File: src/rtl/ccip_c0_rd_line_scheduler_if.sv
// Request/issue/response bundle between the AFU read engines, the line scheduler
// and the c0 Tx request formatter.
interface ccip_c0_rd_line_scheduler_if #(
  parameter int unsigned N_REQ = 2,
  parameter int unsigned CNT_W = 10
);
  logic [N_REQ-1:0]   req_valid;
  logic [2*N_REQ-1:0] req_len;
  logic [N_REQ-1:0]   req_ready;
  logic               c0TxAlmFull;
  logic               issue_valid;
  logic [1:0]         issue_len;
  logic [2:0]         issue_src;
  logic               rsp_line_valid;
  logic               drain_req;
  logic               drain_done;
  logic [CNT_W-1:0]   active_lines;
  logic [1:0]         err_sticky;

  modport master (
    output req_valid, req_len, c0TxAlmFull, rsp_line_valid, drain_req,
    input  req_ready, issue_valid, issue_len, issue_src, drain_done, active_lines, err_sticky
  );

  modport slave (
    input  req_valid, req_len, c0TxAlmFull, rsp_line_valid, drain_req,
    output req_ready, issue_valid, issue_len, issue_src, drain_done, active_lines, err_sticky
  );
endinterface

File: src/rtl/ccip_c0_rd_line_scheduler.sv
// Round-robin arbiter for the CCI-P c0 read-request channel that bounds the number of
// outstanding lines, rejects unsupported lengths and offers a drain handshake.
module ccip_c0_rd_line_scheduler #(
  parameter int unsigned N_REQ            = 2,
  parameter int unsigned MAX_ACTIVE_LINES = 512,
  parameter logic [3:0]  CL_LEN_SUPPORTED = 4'hB,
  parameter int unsigned CNT_W            = $clog2(MAX_ACTIVE_LINES + 1)
) (
  input logic                           clk,
  input logic                           reset,
  ccip_c0_rd_line_scheduler_if.slave    bus
);

  typedef enum logic [1:0] {StRun, StDrain, StDrained} state_e;

  localparam logic [CNT_W:0] MaxLines = (CNT_W + 1)'(MAX_ACTIVE_LINES);

  state_e           state_q, state_d;
  logic [2:0]       rr_ptr_q, rr_ptr_d;
  logic [CNT_W-1:0] cnt_q, cnt_d;
  logic             issue_valid_q, issue_valid_d;
  logic [1:0]       issue_len_q, issue_len_d;
  logic [2:0]       issue_src_q, issue_src_d;
  logic [1:0]       err_q, err_d;

  logic [N_REQ-1:0] elig, grant;
  logic             found, illegal_seen, rsp_ok;
  logic [2:0]       win_idx;
  logic [1:0]       win_len;
  logic [2:0]       grant_lines;

  function automatic logic [2:0] nlines(input logic [1:0] len);
    case (len)
      2'd0:    nlines = 3'd1;
      2'd1:    nlines = 3'd2;
      2'd3:    nlines = 3'd4;
      default: nlines = 3'd0;
    endcase
  endfunction

  function automatic logic len_legal(input logic [1:0] len);
    len_legal = (len != 2'd2) && CL_LEN_SUPPORTED[len];
  endfunction

  always_comb begin
    elig         = '0;
    illegal_seen = 1'b0;
    for (int i = 0; i < int'(N_REQ); i++) begin
      logic [1:0] len;
      len = bus.req_len[2*i +: 2];
      if (bus.req_valid[i] && !len_legal(len)) illegal_seen = 1'b1;
      // Reset gates eligibility so req_ready drops the instant reset asserts.
      elig[i] = bus.req_valid[i] && len_legal(len) && (state_q == StRun) && !bus.c0TxAlmFull &&
                !reset && (({1'b0, cnt_q} + (CNT_W + 1)'(nlines(len))) <= MaxLines);
    end

    grant   = '0;
    found   = 1'b0;
    win_idx = '0;
    for (int k = 0; k < int'(N_REQ); k++) begin
      int idx;
      idx = int'(rr_ptr_q) + k;
      if (idx >= int'(N_REQ)) idx = idx - int'(N_REQ);
      if (!found && elig[idx]) begin
        found      = 1'b1;
        grant[idx] = 1'b1;
        win_idx    = 3'(idx);
      end
    end

    win_len     = bus.req_len[2*win_idx +: 2];
    grant_lines = found ? nlines(win_len) : 3'd0;

    rr_ptr_d = rr_ptr_q;
    if (found) rr_ptr_d = (int'(win_idx) + 1 >= int'(N_REQ)) ? 3'd0 : win_idx + 3'd1;

    issue_valid_d = found;
    issue_len_d   = found ? win_len : 2'd0;
    issue_src_d   = found ? win_idx : 3'd0;

    // A response with nothing outstanding and no concurrent grant would underflow.
    rsp_ok = bus.rsp_line_valid && ((cnt_q != '0) || found);
    cnt_d  = CNT_W'(({1'b0, cnt_q} + (CNT_W + 1)'(grant_lines)) - (CNT_W + 1)'(rsp_ok));
    err_d  = err_q | {bus.rsp_line_valid && !rsp_ok, illegal_seen};

    state_d = state_q;
    unique case (state_q)
      StRun:     if (bus.drain_req) state_d = StDrain;
      StDrain: begin
        if (!bus.drain_req)                       state_d = StRun;
        else if ((cnt_d == '0) && !issue_valid_q) state_d = StDrained;
      end
      StDrained: if (!bus.drain_req) state_d = StRun;
      default:   state_d = StRun;
    endcase
  end

  always_ff @(posedge clk or posedge reset) begin
    if (reset) begin
      state_q       <= StRun;
      rr_ptr_q      <= '0;
      cnt_q         <= '0;
      issue_valid_q <= 1'b0;
      issue_len_q   <= '0;
      issue_src_q   <= '0;
      err_q         <= '0;
    end else begin
      state_q       <= state_d;
      rr_ptr_q      <= rr_ptr_d;
      cnt_q         <= cnt_d;
      issue_valid_q <= issue_valid_d;
      issue_len_q   <= issue_len_d;
      issue_src_q   <= issue_src_d;
      err_q         <= err_d;
    end
  end

  assign bus.req_ready    = grant;
  assign bus.issue_valid  = issue_valid_q;
  assign bus.issue_len    = issue_len_q;
  assign bus.issue_src    = issue_src_q;
  assign bus.drain_done   = (state_q == StDrained);
  assign bus.active_lines = cnt_q;
  assign bus.err_sticky   = err_q;

endmodule

File: src/flat_wrapper.sv
// flat-port wrapper written by rule: the top's interface ports become plain ports
module ccip_c0_rd_line_scheduler_flat 
#(
  parameter int unsigned N_REQ            = 2,
  parameter int unsigned MAX_ACTIVE_LINES = 512,
  parameter logic [3:0]  CL_LEN_SUPPORTED = 4'hB,
  parameter int unsigned CNT_W            = $clog2(MAX_ACTIVE_LINES + 1)
)
  (clk, reset, bus_req_valid, bus_req_len, bus_c0TxAlmFull, bus_rsp_line_valid, bus_drain_req, bus_req_ready, bus_issue_valid, bus_issue_len, bus_issue_src, bus_drain_done, bus_active_lines, bus_err_sticky);
  ccip_c0_rd_line_scheduler_if #(.N_REQ(N_REQ), .CNT_W(CNT_W)) bus_i ();
  input logic clk;
  input logic reset;
  input wire logic [$bits(bus_i.req_valid)-1:0] bus_req_valid;
  input wire logic [$bits(bus_i.req_len)-1:0] bus_req_len;
  input wire logic [$bits(bus_i.c0TxAlmFull)-1:0] bus_c0TxAlmFull;
  input wire logic [$bits(bus_i.rsp_line_valid)-1:0] bus_rsp_line_valid;
  input wire logic [$bits(bus_i.drain_req)-1:0] bus_drain_req;
  output wire logic [$bits(bus_i.req_ready)-1:0] bus_req_ready;
  output wire logic [$bits(bus_i.issue_valid)-1:0] bus_issue_valid;
  output wire logic [$bits(bus_i.issue_len)-1:0] bus_issue_len;
  output wire logic [$bits(bus_i.issue_src)-1:0] bus_issue_src;
  output wire logic [$bits(bus_i.drain_done)-1:0] bus_drain_done;
  output wire logic [$bits(bus_i.active_lines)-1:0] bus_active_lines;
  output wire logic [$bits(bus_i.err_sticky)-1:0] bus_err_sticky;
  assign bus_i.req_valid = bus_req_valid;
  assign bus_i.req_len = bus_req_len;
  assign bus_i.c0TxAlmFull = bus_c0TxAlmFull;
  assign bus_i.rsp_line_valid = bus_rsp_line_valid;
  assign bus_i.drain_req = bus_drain_req;
  assign bus_req_ready = bus_i.req_ready;
  assign bus_issue_valid = bus_i.issue_valid;
  assign bus_issue_len = bus_i.issue_len;
  assign bus_issue_src = bus_i.issue_src;
  assign bus_drain_done = bus_i.drain_done;
  assign bus_active_lines = bus_i.active_lines;
  assign bus_err_sticky = bus_i.err_sticky;
  ccip_c0_rd_line_scheduler #(.N_REQ(N_REQ), .MAX_ACTIVE_LINES(MAX_ACTIVE_LINES), .CL_LEN_SUPPORTED(CL_LEN_SUPPORTED), .CNT_W(CNT_W)) u_core (.clk(clk), .reset(reset), .bus(bus_i));
endmodule
File: config.mk
export PLATFORM = sky130hd
export DESIGN_NAME = ccip_c0_rd_line_scheduler_flat
export DESIGN_NICKNAME = d
export VERILOG_FILES = /design/src/rtl/ccip_c0_rd_line_scheduler_if.sv /design/src/rtl/ccip_c0_rd_line_scheduler.sv /design/src/flat_wrapper.sv
export SDC_FILE = /design/constraint.sdc
export NUM_CORES = 1
export LEC_CHECK = 0
export ABC_CLOCK_PERIOD_IN_PS = 6900
export CAP_MARGIN = 0
export CORE_MARGIN = 3
export CORE_UTILIZATION = 25
export DETAILED_ROUTE_END_ITERATION = 7
export GPL_ROUTABILITY_DRIVEN = 0
export GPL_TIMING_DRIVEN = 0
export PLACE_DENSITY_LB_ADDON = 0.15
export SLEW_MARGIN = 0
export SYNTH_ARGS = -nofsm -noshare
export SYNTH_HDL_FRONTEND = slang
export SYNTH_SLANG_ARGS = --single-unit
File: constraint.sdc
create_clock -name clk -period 6.9 [get_ports clk]
set_input_delay 1.38 -clock clk [delete_from_list [all_inputs] [get_ports clk]]
set_output_delay 1.38 -clock clk [all_outputs]
set_load 0.01 [all_outputs]
==> out/summary.json, run 1 <==
{
  "status": {"value": "finished, final reports clean"},
  "power_density": {"value": 440.8, "unit": "nW/um^2"},
  "overflow": {"value": 0},
  "io-pin-count": {"value": 32},
  "class_of_the_worst_hold_path": {"value": "register to register"},
  "placement.io_buffers": {"value": 31},
  "drv.max_cap_violation_count": {"value": 0},
  "initial_antenna_violation_count": {"value": 0},
  "rsz_0062_raised_after_global_routing": {"value": "false"},
  "clock_latency": {"value": 0.27, "unit": "ns"},
  "rows": {"value": 34},
  "cts_hold_buf": {"value": 0},
  "max-vdd-ir-drop": {"value": 0.2253, "unit": "mV"},
  "routed_wire_length_per_instance": {"value": 14.27, "unit": "um"},
  "endpoint_kind": {"value": "register"},
  "worstHoldPathCells": {"value": 1},
  "worst-setup-path-type": {"value": "primary input to register"},
  "floorplan.initialDensity": {"value": 25.90, "unit": "%"},
  "commonest_cells_after_routing_fill_and_taps_aside": {"value": "34 x inv_1, 34 x ha_1, 27 x clkdlybuf4s50_1"},
  "cts-root-to-sink-buffers": {"value": 2},
  "preCtsSetupSlack": {"value": -0.7408, "unit": "ns"},
  "synth.cell_area": {"value": 2281, "unit": "um^2"},
  "antenna-diode-count": {"value": 0},
  "achievable-frequency": {"value": 0.1525, "unit": "GHz"},
  "max_slew.worst_pin.slew": {"value": 0.9474, "unit": "ns"},
  "crit_path_max_incr_delay": {"value": 0.50, "unit": "ns"},
  "timing.final.max_slew_violations": {"value": 0},
  "slew-limit-headroom": {"value": 36.77, "unit": "%"},
  "cts-buffers-inserted": {"value": 3},
  "clock_sink_count": {"value": 23},
  "areaGrowthSynthToFinish": {"value": 25.67, "unit": "%"},
  "full_die_area": {"value": 10310, "unit": "um^2"},
  "critical_path.slowest_cell": {"value": "or4b_4"},
  "finalHoldWorstSlack": {"value": 0.4717, "unit": "ns"},
  "drt-initial-drc-count": {"value": 66},
  "grt_use_total": {"value": 11.84, "unit": "%"},
  "grt_pass1_vias": {"value": 2056},
  "crit-reg2reg-capture": {"value": "u_core.state_q[0]"},
  "area_of_the_core_region": {"value": 8806, "unit": "um^2"},
  "cp.arrival": {"value": 6.71, "unit": "ns"},
  "setup-violations-final": {"value": 0},
  "synthesis.instances": {"value": 267},
  "syn-num-nets": {"value": 316},
  "final-hold-violation-count": {"value": 0},
  "nNetsFinal": {"value": 354},
  "ys_warn_count": {"value": 0},
  "route.antenna.remaining_nets": {"value": 0},
  "ys_ff_latch": {"value": 23},
  "tritoncts": {"value": "built"},
  "postSynth.topFlopCell": {"value": "dfrtp_1"},
  "path_depth": {"value": 24},
  "dp.final_hpwl": {"value": 4721, "unit": "um"},
  "timing.reg2reg.setup_slack": {"value": 1.19, "unit": "ns"},
  "crit_fanout": {"value": 7},
  "maximum_number_of_pins_on_one_net_before_global_route_repair": {"value": 24},
  "ys_seq_area_share": {"value": 25.23, "unit": "%"},
  "filler_cell_count": {"value": 919},
  "worst-path-buf-inv": {"value": 3},
  "clk_pin_slew_worst_paths": {"value": 0.09, "unit": "ns"},
  "fin_skew": {"value": 0.005116, "unit": "ns"},
  "finalCriticalPeriod": {"value": 6.559, "unit": "ns"},
  "fp.dieW": {"value": 101.5, "unit": "um"},
  "distinct_cells_synth": {"value": 61},
  "layout_worst_path_cycle_share": {"value": 95.06, "unit": "%"},
  "timing.reg2reg.worst_path_depth": {"value": 22},
  "dr_drc_count": {"value": 0},
  "first_pass_grt_wire_length": {"value": 9887, "unit": "um"},
  "worstReg2RegStart": {"value": "u_core.bus.active_lines[0]"},
  "whs_endpoint": {"value": "u_core.bus.err_sticky[1]"},
  "power.leakage": {"value": 1.286, "unit": "nW"},
  "layout-drive-gt1-share": {"value": 10.20, "unit": "%"},
  "h-tree-depth": {"value": 1},
  "crit_path_start_kind": {"value": "primary input"},
  "cpLargestDelayFamily": {"value": "compound AO/OA/AOI/OAI gates"},
  "routed-via-count": {"value": 1970},
  "die_height": {"value": 101.5, "unit": "um"},
  "synth_edf_count": {"value": 0},
  "min-delay-start": {"value": "u_core.bus.err_sticky[1]"},
  "routed_wl": {"value": 5881, "unit": "um"},
  "syn_avg_cell_area": {"value": 8.543, "unit": "um^2"},
  "vias_per_cell": {"value": 4.782},
  "crit_path_cell_trace": {"value": "dlymetal6s2s_1 > nor2_1 > ha_2 > fa_1 > and2_1 > o21ai_2 > mux2_2 > a41oi_4 > nor2_2 > a311o_2 > nand2_2 > inv_2 > or4b_4 > ha_1 > inv_1 > ha_1 > nor2b_1 > o21a_1 > o21ai_0 > a21oi_1 > o211a_1 > or3_1 > a211oi_2 > a21oi_1"},
  "first_pass_iters": {"value": 4},
  "critical_path_required": {"value": 7.05, "unit": "ns"},
  "clockRootBuffer": {"value": "clkbuf_8"},
  "postLayoutSetupSlackWorst": {"value": 0.3407, "unit": "ns"},
  "synth-async-reset-ratio": {"value": 100.0, "unit": "%"}
}
-- final cells by class --
cell class | count | area [um^2] | share of cell area, %
Buffer | 1 | 11.26 | 0.3928
Clock buffer | 4 | 45.04 | 1.571
Multi-Input combinational cell | 206 | 1633 | 56.96
Timing Repair Buffer | 34 | 331.6 | 11.57
Tap cell | 108 | 135.1 | 4.714
Sequential cell | 23 | 575.6 | 20.08
Inverter | 36 | 135.1 | 4.714
-- how the worst max path moves through the flow --
stage                    from                 to  slack [ns]
2_1_floorplan  bus_req_len[2]  u_core.state_q[0]        0.61
3_3_place_gp   bus_req_len[3]  u_core.state_q[0]       -0.69
3_5_place_dp   bus_req_len[3]  u_core.state_q[0]       -0.74
4_1_cts        bus_req_len[2]  u_core.state_q[0]        0.04
5_1_grt        bus_req_len[0]  u_core.state_q[0]        0.09
6_report       bus_req_len[0]  u_core.state_q[0]        0.34
-- metal layers --
layer / vias to the layer above / global-route usage (%) / routed length, um
li1: 1006 / - / -
met1: 940 / 16.94 / 3027
met2: 22 / 19.77 / 2730
met3: 2 / 0.8264 / 95
met4: 0 / 2.147 / 28
met5: - / 0 / 0
-- power breakdown --
part           switching [mW]  total, mW  internal [mW]
combinational           0.482      0.898          0.416
clock                  0.0456     0.0869         0.0413
sequential             0.0939      0.278          0.184
-- through the flow --
step           util, %  instance area (um^2)  TNS, ns  cells  total power [mW]
3_3_place_gp     30.96                  2726   -1.846    406             1.128
3_5_place_dp     30.96                  2726   -2.016    406             1.130
5_1_grt          32.55                  2867        0    412             1.410
6_report         32.55                  2867        0    412             1.264
2_1_floorplan        -                  2281        0    267            0.8765
4_1_cts          32.20                  2835        0    411             1.262
-- cell families after synthesis --
logic type,synth area share (%)
simple gates,22.33
compound gates,18.05
buf+inv,6.582
fa+ha+maj,21.83
flops,25.23
xor+xnor,4.608
mux,1.371
-- repair_timing --
action | in CTS | in global routing
pin swaps | 2 | 5
gates resized for setup | 16 | 7
setup buffers | 2 | 1
endpoints found under the setup margin | 3 | 2
-- synth_stat cells, types with 5 or more instances --
cell	instances	share of area (%)
nor3_1	11	2.4
nor2_1	24	3.9
dfrtp_1	23	25
inv_1	34	5.6
and2_1	5	1.4
a21oi_1	18	3.9
xnor2_1	10	3.8
nand3_1	9	2.0
nand2_1	13	2.1
o21ai_0	10	2.2
ha_1	35	19
nor2b_1	5	1.4
nand2b_1	5	1.4
-- sequential cells by signal, indices dropped and copies added, names as in the netlist --
signal	cells
u_core.bus.issue_valid	1
u_core.bus.issue_len	2
u_core.bus.active_lines	10
u_core.bus.err_sticky	2
u_core.bus.issue_src	3
u_core.state_q	2
u_core.rr_ptr_q	3
No activity file was read; power rests on OpenSTA's default activity.
==> run 2, diff against run 1 <==
--- a/config.mk
+++ b/config.mk
@@ -12,6 +12,7 @@
 export DETAILED_ROUTE_END_ITERATION = 7
 export GPL_ROUTABILITY_DRIVEN = 0
 export GPL_TIMING_DRIVEN = 0
+export MAX_ROUTING_LAYER = met4
 export PLACE_DENSITY_LB_ADDON = 0.15
 export SLEW_MARGIN = 0
 export SYNTH_ARGS = -nofsm -noshare
==> out/summary.json, run 2 (synthesized netlist as in run 1, its figures left out) <==
{
  "drt-initial-drc-count": {"value": 66, "change": "unchanged"},
  "first_pass_iters": {"value": 4, "change": "unchanged"},
  "full_die_area": {"value": 10310, "unit": "um^2", "change": "unchanged"},
  "clk_pin_slew_worst_paths": {"value": 0.09, "unit": "ns", "change": "about the same"},
  "overflow": {"value": 0, "change": "unchanged"},
  "layout-drive-gt1-share": {"value": 10.20, "unit": "%", "change": "unchanged"},
  "routed_wire_length_per_instance": {"value": 14.27, "unit": "um", "change": "unchanged"},
  "commonest_cells_after_routing_fill_and_taps_aside": {"value": "34 x inv_1, 34 x ha_1, 27 x clkdlybuf4s50_1"},
  "finalHoldWorstSlack": {"value": 0.4718, "unit": "ns", "change": "+0.000009000 ns"},
  "class_of_the_worst_hold_path": {"value": "register to register"},
  "power.leakage": {"value": 1.286, "unit": "nW", "change": "unchanged"},
  "worstHoldPathCells": {"value": 1, "change": "unchanged"},
  "max_slew.worst_pin.slew": {"value": 0.9498, "unit": "ns", "change": "+0.002332 ns"},
  "fp.dieW": {"value": 101.5, "unit": "um", "change": "unchanged"},
  "vias_per_cell": {"value": 4.784, "change": "about the same"},
  "endpoint_kind": {"value": "register"},
  "areaGrowthSynthToFinish": {"value": 25.67, "unit": "%", "change": "unchanged"},
  "route.antenna.remaining_nets": {"value": 0, "change": "unchanged"},
  "routed_wl": {"value": 5881, "unit": "um", "change": "unchanged"},
  "cts-root-to-sink-buffers": {"value": 2, "change": "unchanged"},
  "cts-buffers-inserted": {"value": 3, "change": "unchanged"},
  "max-vdd-ir-drop": {"value": 0.2253, "unit": "mV", "change": "unchanged"},
  "worst-setup-path-type": {"value": "primary input to register"},
  "path_depth": {"value": 24, "change": "unchanged"},
  "clock_latency": {"value": 0.27, "unit": "ns", "change": "about the same"},
  "timing.final.max_slew_violations": {"value": 0, "change": "unchanged"},
  "antenna-diode-count": {"value": 0, "change": "unchanged"},
  "report.power.total": {"value": 1.264, "unit": "mW", "change": "about the same"},
  "critical_path_required": {"value": 7.05, "unit": "ns", "change": "about the same"},
  "grt_pass1_vias": {"value": 2055, "change": "-0.049%"},
  "placement.io_buffers": {"value": 31, "change": "unchanged"},
  "status": {"value": "finished, final reports clean"},
  "fin_skew": {"value": 0.005086, "unit": "ns", "change": "-0.00002958 ns"},
  "io-pin-count": {"value": 32, "change": "unchanged"},
  "critical_path.slowest_cell": {"value": "or4b_4"},
  "filler_cell_count": {"value": 919, "change": "unchanged"},
  "crit_path_max_incr_delay": {"value": 0.50, "unit": "ns", "change": "about the same"},
  "first_pass_grt_wire_length": {"value": 9887, "unit": "um", "change": "unchanged"},
  "tritoncts": {"value": "built"},
  "layout_worst_path_cycle_share": {"value": 95.06, "unit": "%", "change": "about the same"},
  "cts_hold_buf": {"value": 0, "change": "unchanged"},
  "achievable-frequency": {"value": 0.1525, "unit": "GHz", "change": "unchanged"},
  "crit_fanout": {"value": 7, "change": "unchanged"},
  "power_density": {"value": 440.8, "unit": "nW/um^2", "change": "about the same"},
  "nNetsFinal": {"value": 354, "change": "unchanged"},
  "cpLargestDelayFamily": {"value": "compound AO/OA/AOI/OAI gates"},
  "die_height": {"value": 101.5, "unit": "um", "change": "unchanged"},
  "drv.max_cap_violation_count": {"value": 0, "change": "unchanged"},
  "final-hold-violation-count": {"value": 0, "change": "unchanged"},
  "clockRootBuffer": {"value": "clkbuf_8"},
  "cp.arrival": {"value": 6.71, "unit": "ns", "change": "about the same"},
  "clock_sink_count": {"value": 23, "change": "unchanged"},
  "largest_register_ffs": {"value": 10, "change": "unchanged"},
  "finalCriticalPeriod": {"value": 6.559, "unit": "ns", "change": "+0.000001000 ns"},
  "timing.reg2reg.worst_path_depth": {"value": 22, "change": "unchanged"},
  "floorplan.initialDensity": {"value": 25.90, "unit": "%", "change": "unchanged"},
  "rows": {"value": 34, "change": "unchanged"},
  "dp.final_hpwl": {"value": 4721, "unit": "um", "change": "unchanged"},
  "worst-path-buf-inv": {"value": 3, "change": "unchanged"},
  "grt_use_total": {"value": 12.20, "unit": "%", "change": "+0.36 points"},
  "crit_path_start_kind": {"value": "primary input"},
  "h-tree-depth": {"value": 1, "change": "unchanged"},
  "rsz_0062_raised_after_global_routing": {"value": "false"},
  "initial_antenna_violation_count": {"value": 0, "change": "unchanged"},
  "slew-limit-headroom": {"value": 36.61, "unit": "%", "change": "-0.16 points"},
  "routed-via-count": {"value": 1971, "change": "+0.051%"},
  "area_of_the_core_region": {"value": 8806, "unit": "um^2", "change": "unchanged"},
  "setup-violations-final": {"value": 0, "change": "unchanged"},
  "maximum_number_of_pins_on_one_net_before_global_route_repair": {"value": 24, "change": "unchanged"},
  "dr_drc_count": {"value": 0, "change": "unchanged"},
  "crit_path_cell_trace": {"value": "dlymetal6s2s_1 > nor2_1 > ha_2 > fa_1 > and2_1 > o21ai_2 > mux2_2 > a41oi_4 > nor2_2 > a311o_2 > nand2_2 > inv_2 > or4b_4 > ha_1 > inv_1 > ha_1 > nor2b_1 > o21a_1 > o21ai_0 > a21oi_1 > o211a_1 > or3_1 > a211oi_2 > a21oi_1"}
}
run 2: routing by layer:
layer	vias to the layer above	wire [um]	global-route usage (%)
li1	1007	-	-
met1	940	3043	17.02
met2	22	2730	19.77
met3	2	77	0.6887
met4	0	29	2.147
met5	-	0	-
run 2: repair_timing:
item                                    CTS  global route
setup buffers                             2             1
pin swaps                                 2             5
endpoints found under the setup margin    3             2
gates resized for setup                  16             7
run 2: worst register-to-register path: cells and delay by family (launching register included):
kind	cells	cell delay [ns]
fa+ha+maj	4	1.24
buf+inv	2	0.10
compound gates	9	1.96
flops	1	0.48
mux	1	0.38
simple gates	6	1.46
run 2: layout make-up:
type	count	area [um^2]	area share [%]
Tap cell	108	135.1	4.714
Sequential cell	23	575.6	20.08
Inverter	36	135.1	4.714
Buffer	1	11.26	0.3928
Timing Repair Buffer	34	331.6	11.57
Multi-Input combinational cell	206	1633	56.96
Clock buffer	4	45.04	1.571
run 2: metrics by stage:
step                util, %  instances  setup TNS (ns)  instance area (um^2)  setup slack, ns
floorplan                 -        267               0                  2281           0.6099
global placement      30.96        406          -1.846                  2726          -0.6928
detailed placement    30.96        406          -2.016                  2726          -0.7408
CTS                   32.20        411               0                  2835          0.04178
global route          32.55        412               0                  2867          0.08876
finish                32.55        412               0                  2867           0.3407
run 2: final timing paths:
check	start	end	slack, ns
min in group asynchronous	reset	u_core.state_q[1]	1.65
max in group asynchronous	reset	u_core.bus.active_lines[1]	4.67
worst min register to register	u_core.bus.err_sticky[1]	u_core.bus.err_sticky[1]	0.47
worst max register to register	u_core.bus.active_lines[0]	u_core.state_q[0]	1.19
worst min-delay path	u_core.bus.err_sticky[1]	u_core.bus.err_sticky[1]	0.47
worst max-delay path	bus_req_len[0]	u_core.state_q[0]	0.34
run 2: report_power, final:
part	switching (mW)	internal [mW]	total, mW
clock network	0.0456	0.0413	0.0869
registers	0.0939	0.184	0.278
logic	0.482	0.416	0.898
==> run 3, diff against run 2 <==
--- a/config.mk
+++ b/config.mk
@@ -6,7 +6,6 @@
 export NUM_CORES = 1
 export LEC_CHECK = 0
 export ABC_CLOCK_PERIOD_IN_PS = 6900
-export CAP_MARGIN = 0
 export CORE_MARGIN = 3
 export CORE_UTILIZATION = 25
 export DETAILED_ROUTE_END_ITERATION = 7
==> results of run 3 <==
No change in the layout: final DEF, timing and power equal those of run 2.
